[src/rtl/spike_train_encoder.sv]
// Spike-pair transmitter: a latched bit vector becomes a synchronous p/n burst, an optional
// staggered per-channel phase (compiled in with SPIKE_ENC_STAGGER_EN), then a quiet tail.
module spike_train_encoder #(
  parameter int NUM_CH      = 2,
  parameter int SYNC_SPIKES = 3,
  parameter int GAP         = 2,
  parameter int QUIET       = 5
) (
  input  logic              clk,
  input  logic              rst_n,
  input  logic              in_valid,
  output logic              in_ready,
  input  logic [NUM_CH-1:0] in_bits,
  output logic [NUM_CH-1:0] p_out,
  output logic [NUM_CH-1:0] n_out,
  output logic              busy,
  output logic              done
);
  localparam int M1 = (SYNC_SPIKES > GAP) ? SYNC_SPIKES : GAP;
  localparam int M2 = (M1 > QUIET) ? M1 : QUIET;
  localparam int M3 = (M2 > NUM_CH) ? M2 : NUM_CH;
  localparam int CW = $clog2(M3 + 1);

  typedef enum logic [2:0] {
    S_IDLE,
    S_FIRE_SYNC,
    S_WAIT_SYNC,
`ifdef SPIKE_ENC_STAGGER_EN
    S_FIRE_STAG,
    S_WAIT_STAG,
`endif
    S_QUIET,
    S_DONE
  } state_t;

  // With no quiet tail the last pulse is followed straight by the done cycle.
  localparam state_t TAIL_ST = (QUIET == 0) ? S_DONE : S_QUIET;

  state_t            state_q, state_d;
  logic [NUM_CH-1:0] bits_q, bits_d;
  logic [CW-1:0]     spike_cnt_q, spike_cnt_d;
  logic [CW-1:0]     wait_cnt_q, wait_cnt_d;
  logic [NUM_CH-1:0] p_q, p_d;
  logic [NUM_CH-1:0] n_q, n_d;
  logic              busy_q, busy_d;
  logic              done_q, done_d;
`ifdef SPIKE_ENC_STAGGER_EN
  logic [CW-1:0]     ch_q, ch_d;
  logic [NUM_CH-1:0] sel;
`endif

  always_comb begin
    state_d     = state_q;
    bits_d      = bits_q;
    spike_cnt_d = spike_cnt_q;
    wait_cnt_d  = wait_cnt_q;
`ifdef SPIKE_ENC_STAGGER_EN
    ch_d        = ch_q;
    sel         = '0;
`endif
    case (state_q)
      S_IDLE: begin
        if (in_valid) begin
          bits_d      = in_bits;
          spike_cnt_d = '0;
          wait_cnt_d  = '0;
`ifdef SPIKE_ENC_STAGGER_EN
          ch_d        = '0;
`endif
          state_d     = S_FIRE_SYNC;
        end
      end
      S_FIRE_SYNC: begin
        spike_cnt_d = spike_cnt_q + 1'b1;
        wait_cnt_d  = '0;
        if (int'(spike_cnt_q) + 1 >= SYNC_SPIKES) begin
`ifdef SPIKE_ENC_STAGGER_EN
          state_d = S_WAIT_STAG;
`else
          state_d = TAIL_ST;
`endif
        end else begin
          state_d = S_WAIT_SYNC;
        end
      end
      S_WAIT_SYNC: begin
        if (int'(wait_cnt_q) == GAP - 1) state_d = S_FIRE_SYNC;
        else wait_cnt_d = wait_cnt_q + 1'b1;
      end
`ifdef SPIKE_ENC_STAGGER_EN
      S_WAIT_STAG: begin
        if (int'(wait_cnt_q) == GAP - 1) state_d = S_FIRE_STAG;
        else wait_cnt_d = wait_cnt_q + 1'b1;
      end
      S_FIRE_STAG: begin
        ch_d       = ch_q + 1'b1;
        wait_cnt_d = '0;
        if (int'(ch_q) == NUM_CH - 1) state_d = TAIL_ST;
        else state_d = S_WAIT_STAG;
      end
`endif
      S_QUIET: begin
        if (int'(wait_cnt_q) == QUIET - 1) state_d = S_DONE;
        else wait_cnt_d = wait_cnt_q + 1'b1;
      end
      S_DONE:  state_d = S_IDLE;
      default: state_d = S_IDLE;
    endcase

    // Outputs decode the upcoming state so each pulse lands in the cycle it belongs to.
    p_d = '0;
    n_d = '0;
    case (state_d)
      S_FIRE_SYNC: begin
        p_d = bits_d;
        n_d = ~bits_d;
      end
`ifdef SPIKE_ENC_STAGGER_EN
      S_FIRE_STAG: begin
        sel = NUM_CH'(1) << ch_d;
        p_d = bits_d & sel;
        n_d = ~bits_d & sel;
      end
`endif
      default: ;
    endcase
    busy_d = (state_d != S_IDLE) && (state_d != S_DONE);
    done_d = (state_d == S_DONE);
  end

  always_ff @(posedge clk or negedge rst_n) begin
    if (!rst_n) begin
      state_q     <= S_IDLE;
      bits_q      <= '0;
      spike_cnt_q <= '0;
      wait_cnt_q  <= '0;
      p_q         <= '0;
      n_q         <= '0;
      busy_q      <= 1'b0;
      done_q      <= 1'b0;
`ifdef SPIKE_ENC_STAGGER_EN
      ch_q        <= '0;
`endif
    end else begin
      state_q     <= state_d;
      bits_q      <= bits_d;
      spike_cnt_q <= spike_cnt_d;
      wait_cnt_q  <= wait_cnt_d;
      p_q         <= p_d;
      n_q         <= n_d;
      busy_q      <= busy_d;
      done_q      <= done_d;
`ifdef SPIKE_ENC_STAGGER_EN
      ch_q        <= ch_d;
`endif
    end
  end

  assign in_ready = (state_q == S_IDLE);
  assign p_out    = p_q;
  assign n_out    = n_q;
  assign busy     = busy_q;
  assign done     = done_q;
endmodule

[config.mk]
export PLATFORM = sky130hd
export DESIGN_NAME = spike_train_encoder
export DESIGN_NICKNAME = d
export VERILOG_FILES = /design/src/rtl/spike_train_encoder.sv
export SDC_FILE = /design/constraint.sdc
export NUM_CORES = 1
export LEC_CHECK = 0
export ABC_AREA = 0
export BUFFER_PORTS_ARGS = -buffer_cell sky130_fd_sc_hd__clkbuf_2
export CORE_UTILIZATION = 46
export CTS_CLUSTER_SIZE = 20
export DETAILED_ROUTE_END_ITERATION = 16
export PLACE_DENSITY = 0.75
export SLEW_MARGIN = 20
export SYNTH_ARGS = -nofsm -noshare
export SYNTH_HDL_FRONTEND = slang
export SYNTH_SLANG_ARGS = --single-unit
[constraint.sdc]
create_clock -name clk -period 1.9 [get_ports clk]
set_input_delay 0.19 -clock clk [delete_from_list [all_inputs] [get_ports clk]]
set_output_delay 0.19 -clock clk [all_outputs]
set_load 0.02 [all_outputs]
**After elaboration in Yosys (flattened, before gate mapping)**

Cells that the tools add are included.

- Register bits after elaboration: 17
- Bits of input ports: 5
- Output and inout bits: 7
- Logic and storage cells: 45

- Add/sub/neg operators: 3
- $lt $le $gt $ge: 1
- Equal/unequal tests: 11
- Multiplexer cells: 14
- Bitwise logic cells: 1
- Reduce and logical (&&, ||, !) cells: 7

Operators by type and width:

| operator | count |
|---|---|
| 3-bit case mux with 4 select lines | 2 |
| 3-bit 2-to-1 mux | 6 |
| 3-bit by 2-bit equality test with 1-bit output, second input constant | 3 |
| 2-bit 2-to-1 mux | 4 |
| 3-bit by 1-bit adder with 3-bit output, second input constant | 2 |
| 3-bit by 1-bit equality test with 1-bit output, second input constant | 2 |
| 3-bit equality test, second input constant | 2 |
| 2-bit != test, second input constant | 3 |
| 3-bit case mux with 2 select lines | 1 |
| 3-bit by 1-bit adder with 4-bit output, second input constant | 1 |
| 4-bit by 2-bit greater-or-equal comparator with 1-bit output, second input constant | 1 |
| 4-bit AND reduction | 1 |
| 4-bit nonzero test | 1 |
| 3-bit logical NOT | 1 |
| 3-bit != test, second input constant | 1 |
| 3-bit nonzero test | 1 |
| 2-bit NOT | 1 |
| 2-bit AND reduction | 1 |
| 2-bit nonzero test | 1 |
| 1-bit logical AND | 1 |
| 1-bit 2-to-1 mux | 1 |

**Depth between registers and ports, before layout**

- Word-level depth: 6
- Depth in mapped cells: 5

**Worst setup path after synthesis**

Ideal clock, no wire load.

- Path type: register -> register
- Start point: register wait_cnt_q[1]
- End point: register wait_cnt_q[0]
- Arrival time: 1.292 ns
- Slack: 0.528 ns
- Cell stages (with the launch flop): 6
- Period minus slack after synthesis: 1.372 ns
- Path through: dfrtp_1 > inv_1 > ha_1 > or3b_4 > and2_4 > o211ai_2

- Word-level cells in the longest chain between the ends: 3
- Elaborated cells on any way between the ends: 5
- Classes of those cells: eq/ne: 4; reduce/logical: 1

Ends and longest elaborated chain:

| element | line | RTL |
|---|---|---|
| start, declared | 42 | `logic [CW-1:0] wait_cnt_q, wait_cnt_d;` |
| start signal, assigned | 148 | `wait_cnt_q <= wait_cnt_d;` |
| 3-bit equality test or 3-bit by 2-bit equality test with 1-bit output (tied branches) | 103, 87 |  |
| 2-bit != test (no source line) | -- |  |
| 4-bit AND reduction (no source line) * | -- |  |

Every way passes the cells marked *; elsewhere a longest branch is shown, timed or not.
A chain may end at the register's enable or synchronous reset.

**Final worst setup path**

- Start point: register state_q[2]
- End point: register p_q[0] (netlist: p_out[0])

- Elaborated cells on any way between the ends: 11
- Classes of those cells: eq/ne: 4; mux: 6; reduce/logical: 1

RTL lines:

| element | line | RTL |
|---|---|---|
| start, declared | 39 | `state_t state_q, state_d;` |
| start signal, assigned | 145 | `state_q <= state_d;` |
| 3-bit logical NOT | 61 | `case (state_q)` |
| 2-bit 2-to-1 mux | 61 |  |
| net bits_d[0] | 40 | `logic [NUM_CH-1:0] bits_q, bits_d;` |
| 2-bit 2-to-1 mux | 113 | `case (state_d)` |
| net p_d[0] | 43 | `logic [NUM_CH-1:0] p_q, p_d;` |
| end signal, assigned | 149 | `p_q <= p_d;` |
| end, declared | 43 |  |

The timed path passes the listed nets, and every way through them passes these cells.

==> results.py <==
metrics = {
    "outcome": {
        "status": "finished clean",
    },
    "clock_tree": {
        "cts_buffers": 3,
        "post-cts-setup-buffers": 0,
        "root_buffer": "clkbuf_4",
        "cts_tree": "done",
        "cts-resized-gates": 0,
        "clk_latency_ps": 290,
        "path_clk_slew_ps": 90,
        "cts_hold_buf": 1,
        "clock_path_buffers": 2,
        "htreeDepth": 1,
        "cts_sinks": 17,
    },
    "timing": {
        "rsz0062_at_grt": "no",
        "final.setup.worst_slack_ps": 307,
        "hold_viol": 0,
        "clock-skew-final_ps": 4.57,
        "tns_ps": 0,
        "setup_viol": 0,
        "worst_pin_slew_ps": 497,
        "layout_min_cycle_time_ps": 1590,
        "drv_slew": 0,
        "max_freq_ghz": 0.628,
        "slew_headroom_pct": 66.9,
        "finalCritPeriodShare_pct": 83.8,
    },
    "place": {
        "dp_hpwl_um": 1030,
        "dp_slack_ps": 319,
        "place.gp.congestion": 0.836,
        "io_buffers": 11,
    },
    "floorplanning": {
        "io_pins": 12,
        "std_cell_rows": 15,
        "die_x_um": 45.2,
        "fp.coreArea_um2": 1750,
        "initial_core_util_pct": 49.2,
        "dieArea_um2": 2040,
        "die_h_um": 45.2,
    },
    "logic_synthesis": {
        "synth_edf_count": 0,
        "yosysMostFrequentCell": "dfrtp_1",
        "syn_area_um2": 858,
        "avgSynthCellArea_um2": 11.3,
        "synthesis.nets": 85,
        "muxShareOfSynthArea_pct": 3.50,
        "synth_top_family_by_area": "simple AND/OR/NAND/NOR gates",
        "netlist_top_cells_area": "dfrtp_1 (50%), ha_1 (5.8%), mux2_4 (3.5%), o211ai_2 (2.9%), nor4b_4 (2.8%)",
        "synth_top_cell_by_area": "dfrtp_1",
        "synthSimpleGateAreaFrac_pct": 23.6,
        "yosys.area.top_type_share_pct": 49.6,
        "yosysWarningCount": 0,
        "ys_async_sr_fraction_pct": 100,
        "ys.flop_type": "dfrtp_1",
        "synth_common_cells": "dfrtp_1 (17), nor2_1 (6), ha_1 (4)",
        "ys_seq_area_share_pct": 49.6,
        "synthAdderAreaFrac_pct": 5.83,
        "postSynthCellCount": 76,
        "ys_types": 34,
        "synth_compound_area_share_pct": 13.3,
        "synth-xor-area-share_pct": 0,
        "ys_ff_latch": 17,
    },
    "grt": {
        "track_usage_pct": 16.3,
        "grt_start_max_net_pins": 18,
        "overflow": 0,
        "antenna_found_initial": 0,
        "first_global_vias": 558,
        "grt_pass1_wl_um": 2310,
    },
    "routing": {
        "wl_per_cell_um": 12.6,
        "routed_wl_um": 1420,
        "drc_errors": 0,
        "drt_first_pass_iters": 4,
        "drt-initial-drc-count": 10,
        "via_count": 608,
        "vias_per_cell": 5.38,
        "final_antenna_net_count": 0,
    },
    "finish": {
        "drive_above_1_share_pct": 26.1,
        "area_growth_pct": 11.5,
        "nets": 98,
        "diodes": 0,
        "nFillCells": 145,
    },
    "run": {
        "drv_cap": 0,
    },
    "critical_path": {
        "crit_fanout": 15,
        "arrival_ps": 1780,
        "crit_path_start_kind": "flop",
        "criticalPathCategory": "flop to flop",
        "end_kind": "flop",
        "required_ps": 2090,
    },
    "min_path": {
        "hold_class": "input pin to flop",
    },
    "power": {
        "peakVddDrop_uv": 779,
        "powerDensity_nw_per_um2": 1600,
        "leakagePower_nw": 0.469,
    },
}
## where the power goes
part / switching [mW] / internal (mW) / leakage, nW
registers: 0.180 / 0.506 / 0.216
clock network: 0.108 / 0.0783 / 0.0177
logic: 0.335 / 0.328 / 0.235
total: 0.623 / 0.911 / 0.469
## critical path, stage by stage (launching register included)
cell,delay (ps)
dfrtp_1,550
nor4b_4,440
mux2_4,350
and2b_1,150
## metrics by stage
step | power, mW | instances | hold slack [ps] | instance area, um2 | util (%)
finish | 1.53 | 113 | 145 | 957 | 54.8
global route | 1.66 | 113 | 135 | 957 | 54.8
CTS | 1.55 | 113 | 135 | 957 | 54.8
detailed placement | 1.36 | 108 | 135 | 920 | 52.7
global placement | 1.34 | 108 | 132 | 920 | 52.7
floorplan | 1.23 | 76 | -106 | 858 | -
## routing by layer
layer,GRT usage [%],share of wire [%]
met5,0,0
met4,10.9,1.8
met3,3.60,2.6
met2,25.8,46
met1,19.8,50
## path summary, 6_finish.rpt
kind	from	end	slack, ps	cells after the start
min in group asynchronous	rst_n	p_out[1]$_DFF_PN0_	370	2
max reg2reg	state_q[2]$_DFF_PN0_	p_out[0]$_DFF_PN0_	310	3
min	in_bits[1]	bits_q[1]$_DFF_PN0_	150	2
max	state_q[2]$_DFF_PN0_	p_out[0]$_DFF_PN0_	310	3
min reg2reg	bits_q[1]$_DFF_PN0_	bits_q[1]$_DFF_PN0_	510	1
max in group asynchronous	rst_n	spike_cnt_q[0]$_DFFE_PN0P_	1240	2
## sequential cells by signal, summed over array words and instances, names as in the netlist
register / flops
bits_q: 2
busy: 1
done: 1
n_out: 2
p_out: 2
spike_cnt_q: 3
state_q: 3
wait_cnt_q: 3
## cells by family after synthesis
| kind of cell | after synthesis |
|---|---|
| simple gates | 31 |
| flops | 17 |
| compound gates | 15 |
| buf+inv | 7 |
| fa+ha+maj | 4 |
| mux | 2 |
## cells in the final DEF, fill, tap and decap left out
master          n
nor4b_4         1
nor2b_1         1
a21bo_2         1
mux2_4          2
o21ai_1         2
nor3_1          2
nand3b_1        1
a31oi_1         1
dfrtp_1        17
nand2_1         3
a32o_1          1
or4b_1          1
and2b_1         2
a21oi_1         2
clkbuf_4        3
nor4b_1         1
inv_1           3
or3b_4          1
clkinv_2        1
nand2b_1        3
o211ai_2        2
and2_4          1
a211o_1         1
o21ai_0         2
dlygate4sd3_1   1
a21o_1          1
or3_1           1
a22o_1          1
nand3_1         3
clkbuf_2       11
a211oi_1        1
nor2_1          6
nand4_1         3
nand4b_1        1
ha_1            4
## layout make-up
type | count | area (um2) | area share [%]
multi-input cells | 52 | 397 | 41.4
clock buffers | 3 | 22.5 | 2.35
well taps | 25 | 31.3 | 3.27
clock inverters | 1 | 5.00 | 0.523
repair buffers | 12 | 65.1 | 6.80
flip-flops and latches | 17 | 425 | 44.4
inverters | 3 | 11.3 | 1.18
(Power assumes the default switching activity.)
